**config.mk**
```make
export PLATFORM = sky130hd
export DESIGN_NAME = io_mem_burst_arbiter
export DESIGN_NICKNAME = d
export VERILOG_FILES = /design/src/rtl/io_mem_burst_arbiter.sv
export SDC_FILE = /design/constraint.sdc
export NUM_CORES = 1
export LEC_CHECK = 0
export CORE_AREA = 2 2 222 224
export DETAILED_ROUTE_END_ITERATION = 8
export DIE_AREA = 0 0 224 226
export SLEW_MARGIN = 20
export SYNTH_ARGS = -nofsm -noshare
export SYNTH_HDL_FRONTEND = slang
export SYNTH_SLANG_ARGS = --single-unit
```
**constraint.sdc**
```tcl
create_clock -name clk -period 2.75 [get_ports clk]
set_input_delay 0.55 -clock clk [delete_from_list [all_inputs] [get_ports clk]]
set_output_delay 0.55 -clock clk [all_outputs]
set_load 0.01 [all_outputs]
```
**src/rtl/io_mem_burst_arbiter.sv**
```systemverilog
// Round-robin arbiter sharing one io_mem read/write port among NUM_CLIENTS engines.
// Read and write paths arbitrate independently; a grant is held for the whole burst.
module io_mem_burst_arbiter #(
  parameter int NUM_CLIENTS = 2,
  parameter int AWIDTH      = 32,
  parameter int DWIDTH      = 32
) (
  input  logic                          clk,
  input  logic                          rst,
  input  logic [NUM_CLIENTS*AWIDTH-1:0] c_rd_addr,
  input  logic [NUM_CLIENTS-1:0]        c_rd_addr_valid,
  output logic [NUM_CLIENTS-1:0]        c_rd_addr_ready,
  input  logic [NUM_CLIENTS*32-1:0]     c_rd_len,
  output logic [DWIDTH-1:0]             c_rdata,
  output logic [NUM_CLIENTS-1:0]        c_rdata_valid,
  input  logic [NUM_CLIENTS-1:0]        c_rdata_ready,
  input  logic [NUM_CLIENTS*AWIDTH-1:0] c_wr_addr,
  input  logic [NUM_CLIENTS-1:0]        c_wr_addr_valid,
  output logic [NUM_CLIENTS-1:0]        c_wr_addr_ready,
  input  logic [NUM_CLIENTS*32-1:0]     c_wr_len,
  input  logic [NUM_CLIENTS*DWIDTH-1:0] c_wdata,
  input  logic [NUM_CLIENTS-1:0]        c_wdata_valid,
  output logic [NUM_CLIENTS-1:0]        c_wdata_ready,
  output logic                          c_wr_status,
  output logic [NUM_CLIENTS-1:0]        c_wr_status_valid,
  input  logic [NUM_CLIENTS-1:0]        c_wr_status_ready,
  output logic [AWIDTH-1:0]             req_read_addr,
  output logic                          req_read_addr_valid,
  input  logic                          req_read_addr_ready,
  output logic [31:0]                   req_read_len,
  input  logic [DWIDTH-1:0]             rdata,
  input  logic                          rdata_valid,
  output logic                          rdata_ready,
  output logic [AWIDTH-1:0]             req_write_addr,
  output logic                          req_write_addr_valid,
  input  logic                          req_write_addr_ready,
  output logic [31:0]                   req_write_len,
  output logic [DWIDTH-1:0]             req_write_data,
  output logic                          req_write_data_valid,
  input  logic                          req_write_data_ready,
  input  logic                          resp_write_status,
  input  logic                          resp_write_status_valid,
  output logic                          resp_write_status_ready
);

  // state   | meaning
  // RD_IDLE | no read burst; pick next requester from rd_ptr
  // RD_ADDR | granted client's read address forwarded to io_mem
  // RD_DATA | read beats routed to granted client until rd_cnt hits 0
  // WR_IDLE | no write burst; pick next requester from wr_ptr
  // WR_ADDR | granted client's write address forwarded to io_mem
  // WR_DATA | write beats from granted client forwarded, counted down
  // WR_RESP | io_mem write response routed back to granted client
  typedef enum logic [1:0] {RD_IDLE, RD_ADDR, RD_DATA} rd_state_e;
  typedef enum logic [1:0] {WR_IDLE, WR_ADDR, WR_DATA, WR_RESP} wr_state_e;

  rd_state_e rd_state_q, rd_state_d;
  wr_state_e wr_state_q, wr_state_d;
  logic [2:0]  rd_g_q, rd_g_d, rd_ptr_q, rd_ptr_d;
  logic [2:0]  wr_g_q, wr_g_d, wr_ptr_q, wr_ptr_d;
  logic [31:0] rd_cnt_q, rd_cnt_d, wr_cnt_q, wr_cnt_d;

  logic [NUM_CLIENTS-1:0] rd_sel, wr_sel;
  logic [AWIDTH-1:0]      rd_sel_addr, wr_sel_addr;
  logic [31:0]            rd_sel_len, wr_sel_len;
  logic [DWIDTH-1:0]      wr_sel_wdata;
  logic                   rd_sel_valid, wr_sel_avalid, wr_sel_wvalid;

  // First requester at or after ptr, wrapping around the client list.
  function automatic logic [2:0] rr_pick(input logic [NUM_CLIENTS-1:0] req, input logic [2:0] ptr);
    logic [2:0] pick;
    logic       found;
    int         idx;
    pick  = ptr;
    found = 1'b0;
    for (int i = 0; i < NUM_CLIENTS; i++) begin
      idx = int'(ptr) + i;
      if (idx >= NUM_CLIENTS) idx = idx - NUM_CLIENTS;
      if (!found && req[idx]) begin
        pick  = 3'(idx);
        found = 1'b1;
      end
    end
    return pick;
  endfunction

  function automatic logic [2:0] ptr_inc(input logic [2:0] g);
    return (g == 3'(NUM_CLIENTS - 1)) ? 3'd0 : g + 3'd1;
  endfunction

  always_comb begin
    rd_sel       = '0;
    wr_sel       = '0;
    rd_sel_addr  = '0;
    rd_sel_len   = '0;
    wr_sel_addr  = '0;
    wr_sel_len   = '0;
    wr_sel_wdata = '0;
    for (int k = 0; k < NUM_CLIENTS; k++) begin
      if (rd_g_q == 3'(k)) begin
        rd_sel[k]   = 1'b1;
        rd_sel_addr = c_rd_addr[k*AWIDTH +: AWIDTH];
        rd_sel_len  = c_rd_len[k*32 +: 32];
      end
      if (wr_g_q == 3'(k)) begin
        wr_sel[k]    = 1'b1;
        wr_sel_addr  = c_wr_addr[k*AWIDTH +: AWIDTH];
        wr_sel_len   = c_wr_len[k*32 +: 32];
        wr_sel_wdata = c_wdata[k*DWIDTH +: DWIDTH];
      end
    end
    rd_sel_valid  = |(c_rd_addr_valid & rd_sel);
    wr_sel_avalid = |(c_wr_addr_valid & wr_sel);
    wr_sel_wvalid = |(c_wdata_valid & wr_sel);
  end

  always_comb begin
    rd_state_d          = rd_state_q;
    rd_g_d              = rd_g_q;
    rd_ptr_d            = rd_ptr_q;
    rd_cnt_d            = rd_cnt_q;
    req_read_addr       = '0;
    req_read_len        = '0;
    req_read_addr_valid = 1'b0;
    c_rd_addr_ready     = '0;
    c_rdata             = '0;
    c_rdata_valid       = '0;
    rdata_ready         = 1'b0;
    case (rd_state_q)
      RD_IDLE: begin
        if (|c_rd_addr_valid) begin
          rd_g_d     = rr_pick(c_rd_addr_valid, rd_ptr_q);
          rd_state_d = RD_ADDR;
        end
      end
      RD_ADDR: begin
        req_read_addr       = rd_sel_addr;
        req_read_len        = rd_sel_len;
        req_read_addr_valid = rd_sel_valid;
        c_rd_addr_ready     = rd_sel & {NUM_CLIENTS{req_read_addr_ready}};
        if (rd_sel_valid && req_read_addr_ready) begin
          rd_cnt_d   = rd_sel_len;
          rd_ptr_d   = ptr_inc(rd_g_q);
          rd_state_d = (rd_sel_len == 32'd0) ? RD_IDLE : RD_DATA;
        end
      end
      RD_DATA: begin
        c_rdata       = rdata;
        c_rdata_valid = rd_sel & {NUM_CLIENTS{rdata_valid}};
        rdata_ready   = |(c_rdata_ready & rd_sel);
        if (rdata_valid && rdata_ready) begin
          rd_cnt_d = rd_cnt_q - 32'd1;
          if (rd_cnt_q == 32'd1) rd_state_d = RD_IDLE;
        end
      end
      default: rd_state_d = RD_IDLE;
    endcase
  end

  always_comb begin
    wr_state_d              = wr_state_q;
    wr_g_d                  = wr_g_q;
    wr_ptr_d                = wr_ptr_q;
    wr_cnt_d                = wr_cnt_q;
    req_write_addr          = '0;
    req_write_len           = '0;
    req_write_addr_valid    = 1'b0;
    c_wr_addr_ready         = '0;
    req_write_data          = '0;
    req_write_data_valid    = 1'b0;
    c_wdata_ready           = '0;
    c_wr_status             = 1'b0;
    c_wr_status_valid       = '0;
    resp_write_status_ready = 1'b0;
    case (wr_state_q)
      WR_IDLE: begin
        if (|c_wr_addr_valid) begin
          wr_g_d     = rr_pick(c_wr_addr_valid, wr_ptr_q);
          wr_state_d = WR_ADDR;
        end
      end
      WR_ADDR: begin
        req_write_addr       = wr_sel_addr;
        req_write_len        = wr_sel_len;
        req_write_addr_valid = wr_sel_avalid;
        c_wr_addr_ready      = wr_sel & {NUM_CLIENTS{req_write_addr_ready}};
        if (wr_sel_avalid && req_write_addr_ready) begin
          wr_cnt_d   = wr_sel_len;
          wr_ptr_d   = ptr_inc(wr_g_q);
          wr_state_d = (wr_sel_len == 32'd0) ? WR_RESP : WR_DATA;
        end
      end
      WR_DATA: begin
        req_write_data       = wr_sel_wdata;
        req_write_data_valid = wr_sel_wvalid;
        c_wdata_ready        = wr_sel & {NUM_CLIENTS{req_write_data_ready}};
        if (wr_sel_wvalid && req_write_data_ready) begin
          wr_cnt_d = wr_cnt_q - 32'd1;
          if (wr_cnt_q == 32'd1) wr_state_d = WR_RESP;
        end
      end
      WR_RESP: begin
        c_wr_status             = resp_write_status;
        c_wr_status_valid       = wr_sel & {NUM_CLIENTS{resp_write_status_valid}};
        resp_write_status_ready = |(c_wr_status_ready & wr_sel);
        if (resp_write_status_valid && resp_write_status_ready) wr_state_d = WR_IDLE;
      end
      default: wr_state_d = WR_IDLE;
    endcase
  end

  // Reset abandons any burst in flight; nothing is drained.
  always_ff @(posedge clk or negedge rst) begin
    if (!rst) begin
      rd_state_q <= RD_IDLE;
      rd_g_q     <= '0;
      rd_ptr_q   <= '0;
      rd_cnt_q   <= '0;
      wr_state_q <= WR_IDLE;
      wr_g_q     <= '0;
      wr_ptr_q   <= '0;
      wr_cnt_q   <= '0;
    end else begin
      rd_state_q <= rd_state_d;
      rd_g_q     <= rd_g_d;
      rd_ptr_q   <= rd_ptr_d;
      rd_cnt_q   <= rd_cnt_d;
      wr_state_q <= wr_state_d;
      wr_g_q     <= wr_g_d;
      wr_ptr_q   <= wr_ptr_d;
      wr_cnt_q   <= wr_cnt_d;
    end
  end

endmodule
```
==> results <==
- The run finished with clean final reports.
- Measured against its own limit, the worst slew margin works out to 60.61%.
- Once detail routing completed, the nets flagged for antenna violations numbered 0.
- Of the cells placed in the final design, the portion with a size suffix greater than 1 is between 10% and 20%.
- The filler cell count in the final layout is 5045.
- The largest individual stage delay along the critical path comes from the cell sky130_fd_sc_hd__clkdlybuf4s50_1.
- Input and output buffers added on the ports amount to 577.
- The via count of the first global-routing pass is 12424.
- The max-slew violation count came to 0.
- The number of clock buffers added by TritonCTS is 9.
- After synthesis the netlist holds a flip-flop and latch count of 80.
- The clock transition at the registers of the reported paths is ~0.07 ns.
- The total number of placement rows is 81.
- The net count of the finished layout is around 2300.
- The largest clock skew in the final design is 0.01803 ns.
- The worst setup path is launched from a register.
- CTS placed an instance of sky130_fd_sc_hd__clkbuf_16 at the clock tree root.
- Summing every instance area after synthesis gives around 8900 um^2.
- The iteration count of the initial detailed-routing pass is 5.
- During I/O placement, the number of pins put on the boundary was between 500 and 600.
- The wire length per cell is 23.39 um.
- In the finished design, the share of the clock period the worst path needs comes to between 90 and 100%.
- The transition at the pin with the smallest max-transition slack is ~0.59 ns.
- From synthesis to final layout, the design area changed by 93.19%.
- The die covers slightly above 50000 um^2.
- The number of nets handed over by synthesis was 1586.
- After synthesis, the largest area contributor takes up 22.38% of total cell area.
- For this run, the register share of the synthesized area comes to 22.38%.
- The number of buffers and inverters on the critical path is 2.
- Detailed placement finished with a half-perimeter wire length of 48.46 mm.
- The time the worst path needs with I/O delays and setup is between 2 and 3 ns.
- Data on the critical path is required at its endpoint by 2.20 ns.
- Entering global routing, the biggest net connects 45 pins.
- Summed over all cells, the static leakage comes to 0.007365 uW.
- The multi-input combinational cells in the finished layout cover a total of 6685 um^2.
- The final layout contains routed wiring with a total length of 58.27 mm.
- Power spread over the standard cell area amounts to 578.8 nW/um^2.
- Once routing completed, OpenROAD measured the worst setup slack at 0.03835 ns.
- The kind of cell adding the most delay to the critical path is buffers and inverters.
- Max-cap violations in this run came to 0.
- After global routing the overflow that remains totals 0.
- The via count is 12445.
- Counting tap cells, the placed design contains a total of 2464 instances.
- The placeable core region is 48340 um^2.
- CTS saw 80 sinks.
- The number of different library cells used by synthesis comes to 75.
- TritonCTS built the clock tree.
- The longest clock path from root to sink contains 2 buffers.
- The initial standard-cell utilization of the core is 18.50%.
- The most used flip-flop cell after synthesis is sky130_fd_sc_hd__dfrtp_1.
- The type of destination of the critical path is an output port.
- The final hold violation count was 0.
- The die outline height is between 200 and 250 um.
- The aggregate global-route resource usage is approximately 22%.
- In the layout the commonest cells are 421 x sky130_fd_sc_hd__clkdlybuf4s50_1, 186 x sky130_fd_sc_hd__nor2_1, 166 x sky130_fd_sc_hd__buf_4.
- Yosys printed 0 warnings.
- By area the synthesized netlist is led by sky130_fd_sc_hd__dfrtp_1 22%, sky130_fd_sc_hd__mux2i_1 18%, sky130_fd_sc_hd__nor2_1 9.1%.
- The mean area per synthesized cell is between 7 and 8 um^2.
- The global-route wire length before repair is 80.25 mm.
- The register area is approximately 2000 um^2.
- The signal on the critical path passes through buf_12 > mux2_2 > and3_2 > clkdlybuf4s50_1.
- The post-synthesis cell count is approximately 1200.
- The type of the most critical hold path is in2async.
- Setup repair after global routing left no endpoint under its margin.
- In this run the number of H-tree levels came out at 3.
- The x dimension of the die is between 200 and 250 um.
- After detailed routing, the number of remaining DRC violations is 0.
- In the synthesized netlist the async set-or-reset flop fraction comes to 100.0%.
- Counting flops with a built-in enable in the synthesized netlist gives 0.
- The source-to-sink clock delay at the later pin of the worst-skew pair is 0.35 ns.
- The number of antenna violations at the first check in global routing is 1.
- Leaving out fill and tap cells, the most frequent cell in the layout is sky130_fd_sc_hd__clkdlybuf4s50_1.
- The DRC violation total after the first TritonRoute iteration is approximately 700.
- The final setup violation count is 0.
- The biggest area contributor in the post-synthesis netlist is sky130_fd_sc_hd__dfrtp_1.
- The longest individual stage delay on the worst path is 0.56 ns.
- Derived from the worst setup path, the maximum achievable clock frequency is 0.3688 GHz.
- IR analysis of the VDD net gives a maximum drop of 0.3492 mV.
- The average via count per standard cell is 4.996.
- The final estimated routing congestion in global placement is 0.9454.
- The maximum fanout encountered on the critical timing path is 13.
- The classification of the worst setup path is reg2out.
- The number of non-filler instances in the completed layout is around 2500.
- The data arrival time of the critical path is 2.16 ns.
- The minimum setup slack after placement is -0.02619 ns.
[per-layer routing]
metal	vias up	part of all wire [%]	GRT usage, %
met5	-	0.010	0
met4	2	9.9	19.55
met3	154	6.5	4.281
met2	668	55	43.93
met1	5858	29	17.63
li1	5763	-	-
[worst reg2reg max path, delay by kind of cell, from the launching register on]
family	cells	cell delay, ns
AND/OR/NAND/NOR	3	1.21
flip-flops	1	0.39
buffers and inverters	2	0.49
AO/OA/AOI/OAI	2	0.34
[cell families after synthesis]
group / count (synthesis) / share of synthesized area (%)
AO/OA/AOI/OAI: 273 / 21.01
AND/OR/NAND/NOR: 521 / 28.09
flip-flops: 80 / 22.38
buffers and inverters: 126 / 5.595
multiplexers: 178 / 20.16
XOR/XNOR: 4 / 0.3917
adder cells (fa/ha/maj): 17 / 2.378
[sequential cells by signal, indices dropped and copies added, names as in the netlist]
name,flops
rd_cnt_q,32
rd_g_q,3
rd_ptr_q,3
rd_state_q,2
wr_cnt_q,32
wr_g_q,3
wr_ptr_q,3
wr_state_q,2
[cell usage after synthesis, types with 4 or more instances]
library cell / count
sky130_fd_sc_hd__nor2_1: 217
sky130_fd_sc_hd__mux2i_1: 161
sky130_fd_sc_hd__dfrtp_1: 80
sky130_fd_sc_hd__nand2_1: 72
sky130_fd_sc_hd__clkbuf_1: 69
sky130_fd_sc_hd__nor3_1: 65
sky130_fd_sc_hd__o21ai_0: 61
sky130_fd_sc_hd__a21oi_1: 43
sky130_fd_sc_hd__and2_1: 38
sky130_fd_sc_hd__nor4_1: 28
sky130_fd_sc_hd__a31oi_1: 25
sky130_fd_sc_hd__inv_1: 25
sky130_fd_sc_hd__nand3_1: 25
sky130_fd_sc_hd__buf_2: 19
sky130_fd_sc_hd__ha_1: 17
sky130_fd_sc_hd__mux2_2: 16
sky130_fd_sc_hd__a221o_1: 15
sky130_fd_sc_hd__o22ai_1: 14
sky130_fd_sc_hd__a32oi_1: 13
sky130_fd_sc_hd__nand4_1: 13
sky130_fd_sc_hd__o21a_1: 12
sky130_fd_sc_hd__buf_1: 11
sky130_fd_sc_hd__a211oi_1: 10
sky130_fd_sc_hd__a22o_1: 10
sky130_fd_sc_hd__and3_1: 9
sky130_fd_sc_hd__a22oi_1: 8
sky130_fd_sc_hd__o22a_1: 8
sky130_fd_sc_hd__o211ai_1: 7
sky130_fd_sc_hd__o31ai_1: 7
sky130_fd_sc_hd__or3_1: 7
sky130_fd_sc_hd__nand2b_1: 6
sky130_fd_sc_hd__or4_1: 6
sky130_fd_sc_hd__o41ai_1: 5
sky130_fd_sc_hd__nor3b_1: 4
sky130_fd_sc_hd__o221ai_1: 4
sky130_fd_sc_hd__o311ai_0: 4
[stage by stage]
step                      total power (uW)  instance area, um^2  utilization [%]  hold WS (ns)      TNS, ns
after floorplan                       4657                 8945                -        0.2544            0
after global placement                8272                16640            34.42        0.4851     -0.03711
after detailed placement              8340                16640            34.42        0.4829     -0.02619
after CTS                             9972                17150            35.48        0.2059  -0.00001754
after global routing                 10510                17280            35.75        0.2251            0
final                                10000                17280            35.75        0.1997            0
[path summary, 6_finish.rpt]
kind	from	endpoint	slack, ns	depth (start not counted)
min	rst	rd_cnt_q[18]	0.20	1
min in group clk	rd_cnt_q[31]	rd_cnt_q[31]	0.50	1
max reg2reg	rd_state_q[1]	rd_cnt_q[4]	0.19	7
max in group asynchronous	rst	wr_cnt_q[27]	1.95	2
min reg2reg	rd_cnt_q[31]	rd_cnt_q[31]	0.50	1
max	wr_g_q[0]	resp_write_status_ready	0.04	4
[where the power goes]
part | total, uW | switching [uW] | internal, uW | leakage, uW
logic | 6740 | 3550 | 3190 | 0.00628
clock network | 1490 | 513 | 977 | 0.000170
registers | 1780 | 314 | 1460 | 0.000917
total | 10000 | 4370 | 5630 | 0.00737
[layout make-up]
| class | count | share of cell area (%) |
|---|---|---|
| repair buffers | 754 | 42.55 |
| inverters | 26 | 0.5720 |
| well taps | 622 | 4.504 |
| flip-flops and latches | 80 | 11.63 |
| diodes | 1 | 0.01448 |
| clock inverters | 4 | 0.6951 |
| clock buffers | 11 | 1.347 |
| multi-input cells | 993 | 38.69 |
[what timing repair did]
item / 4_1_cts / 5_1_grt
hold buffers: 0 / 0
gates cloned: 2 / 0
resized for setup: 170 / 59
setup buffers: 8 / 1
pin swaps: 0 / 0
endpoints found under the setup margin: 145 / 70
(Power assumes the default switching activity.)
==> variant, RTL diff (same flow settings) <==
Reset style: synchronous (`rst`), changed in one clocked block.
--- a/src/rtl/io_mem_burst_arbiter.sv
+++ b/src/rtl/io_mem_burst_arbiter.sv
@@ -210,7 +210,7 @@
   end
 
   // Reset abandons any burst in flight; nothing is drained.
-  always_ff @(posedge clk or negedge rst) begin
+  always_ff @(posedge clk) begin
     if (!rst) begin
       rd_state_q <= RD_IDLE;
       rd_g_q     <= '0;
Formal check against the unedited RTL: differs if rst is asserted again (counterexample within 4 cycles, from zero or initial values and one cycle with rst low); with rst held inactive, the same outputs for 4 cycles.
==> variant against the original RTL <==
  * Synthesized area shrank 5.3%
  * Worst setup slack improved by 0.017 ns
  * First-iteration DRC count increased by 21%
  * Global-route usage is 0.20 points lower
  * Sequential share of layout area fell by 1.9 points
  * Sequential cell count did not move
  * Power increased by 4.0%
  * Utilization fell by 1.6 points
  * Design area fell by 4.4%
  * Critical path depth increased by 1
  * Via count up 0.72%
  * Maximum frequency increased by 0.64%
  * Wire length rose by 0.39%
  * Critical path type unchanged
  * Largest power group unchanged
==> variant: results (changes against the original RTL) <==
* Outcome: finished clean (unchanged)
* Synth top area cells: dfxtp_1 (19%), mux2i_1 (19%), nor2_1 (9.7%) (was dfrtp_1 (22%), mux2i_1 (18%), nor2_1 (9.1%))
* Comb pwr at 7.48 mW (was 6.74 mW)
* Arrival @ worst endpoint at 2.14 ns (was 2.16 ns)
* Total GRT Usage at 21.6% (was 21.8%)
* Ys flop type: dfxtp_1 (was dfrtp_1)
* Post-DP HPWL at 48.6 mm (was 48.5 mm)
* First-pass GRT wire length at 80.6 mm (was 80.2 mm)
* Setup slack at placement at -0.152 ns (was -0.0262 ns)
* Internal power at 5.46 mW (was 5.63 mW)
* Mapped Cells at 1,215 (was 1,199)
* Synth async-reset ratio at 0% (was 100%)
* Worst Skew at 0.0148 ns (was 0.0180 ns)
* # fillers at 5,110 (was 5,045)
* R2R Setup Slk at 0.28 ns (was 0.19 ns)
* Met3 Use GR at 4.55% (was 4.28%)
* Initial antenna violation count at 3 (was 1)
* Synth Area in Compound Gates at 20.9% (was 21.0%)
* Syn nets at 1,602 (was 1,586)
* Launching point of the worst reg2reg path: wr_g_q[1] (was rd_state_q[1])
* Crit Path Max Fanout at 19 (was 13)
* Hold Crit Class: register to register (was primary input to asynchronous set/reset pin)
* Slew Limit Headroom at 46.1% (was 60.6%)
* Seq/Total Area, Yosys at 18.9% (was 22.4%)
* VDD IR-drop max at 0.000661 V (was 0.000349 V)
* Critical path destination: req_read_addr[9] (was resp_write_status_ready)
* Post-Synth XOR/XNOR Area at 0.620% (was 0.392%)
* GRT met1 Usage at 18.1% (was 17.6%)
* Leak at 6.31 nW (was 7.37 nW)
* Reg2reg end: wr_state_q[0] (was rd_cnt_q[4])
* Post-CTS Setup Bufs at 10 (was 8)
* Routed wire length at 58.5 mm (was 58.3 mm)
* Critical path launch point: rd_g_q[0] (was wr_g_q[0])
* Fraction of final layout cells sized beyond drive strength 1 at 13.1% (was 16.5%)
* WL met3 at 4.14 mm (was 3.77 mm)
* Drt first-iter violations at 872 (was 719)
## variant: cell count changes after synthesis, moves of 10 or more
cell | unedited run | this run
dfrtp_1 | 80 | 0
a21oi_1 | 43 | 69
a221o_1 | 15 | 0
dfxtp_1 | 0 | 80
a32oi_1 | 13 | 3
or3_1 | 7 | 19
## variant: metrics by stage
step / instance area, µm² / power [mW] / hold slack (ns) / utilization [%]
finish: 16500 / 10.4 / 0.478 / 34.2
global route: 16500 / 10.9 / 0.482 / 34.2
CTS: 16400 / 10.2 / 0.473 / 33.9
detailed placement: 15900 / 8.80 / 0.456 / 32.9
global placement: 15900 / 8.76 / 0.450 / 32.9
floorplan: 8470 / 5.20 / 0.434 / -
## variant: final cells by class
class | instances | share of cell area, %
Tap cell | 622 | 4.71
Antenna cell | 2 | 0.0303
Inverter | 22 | 0.523
Multi-Input combinational cell | 1018 | 39.7
Clock inverter | 6 | 0.515
Timing Repair Buffer | 739 | 43.4
Clock buffer | 9 | 1.36
Sequential cell | 80 | 9.74
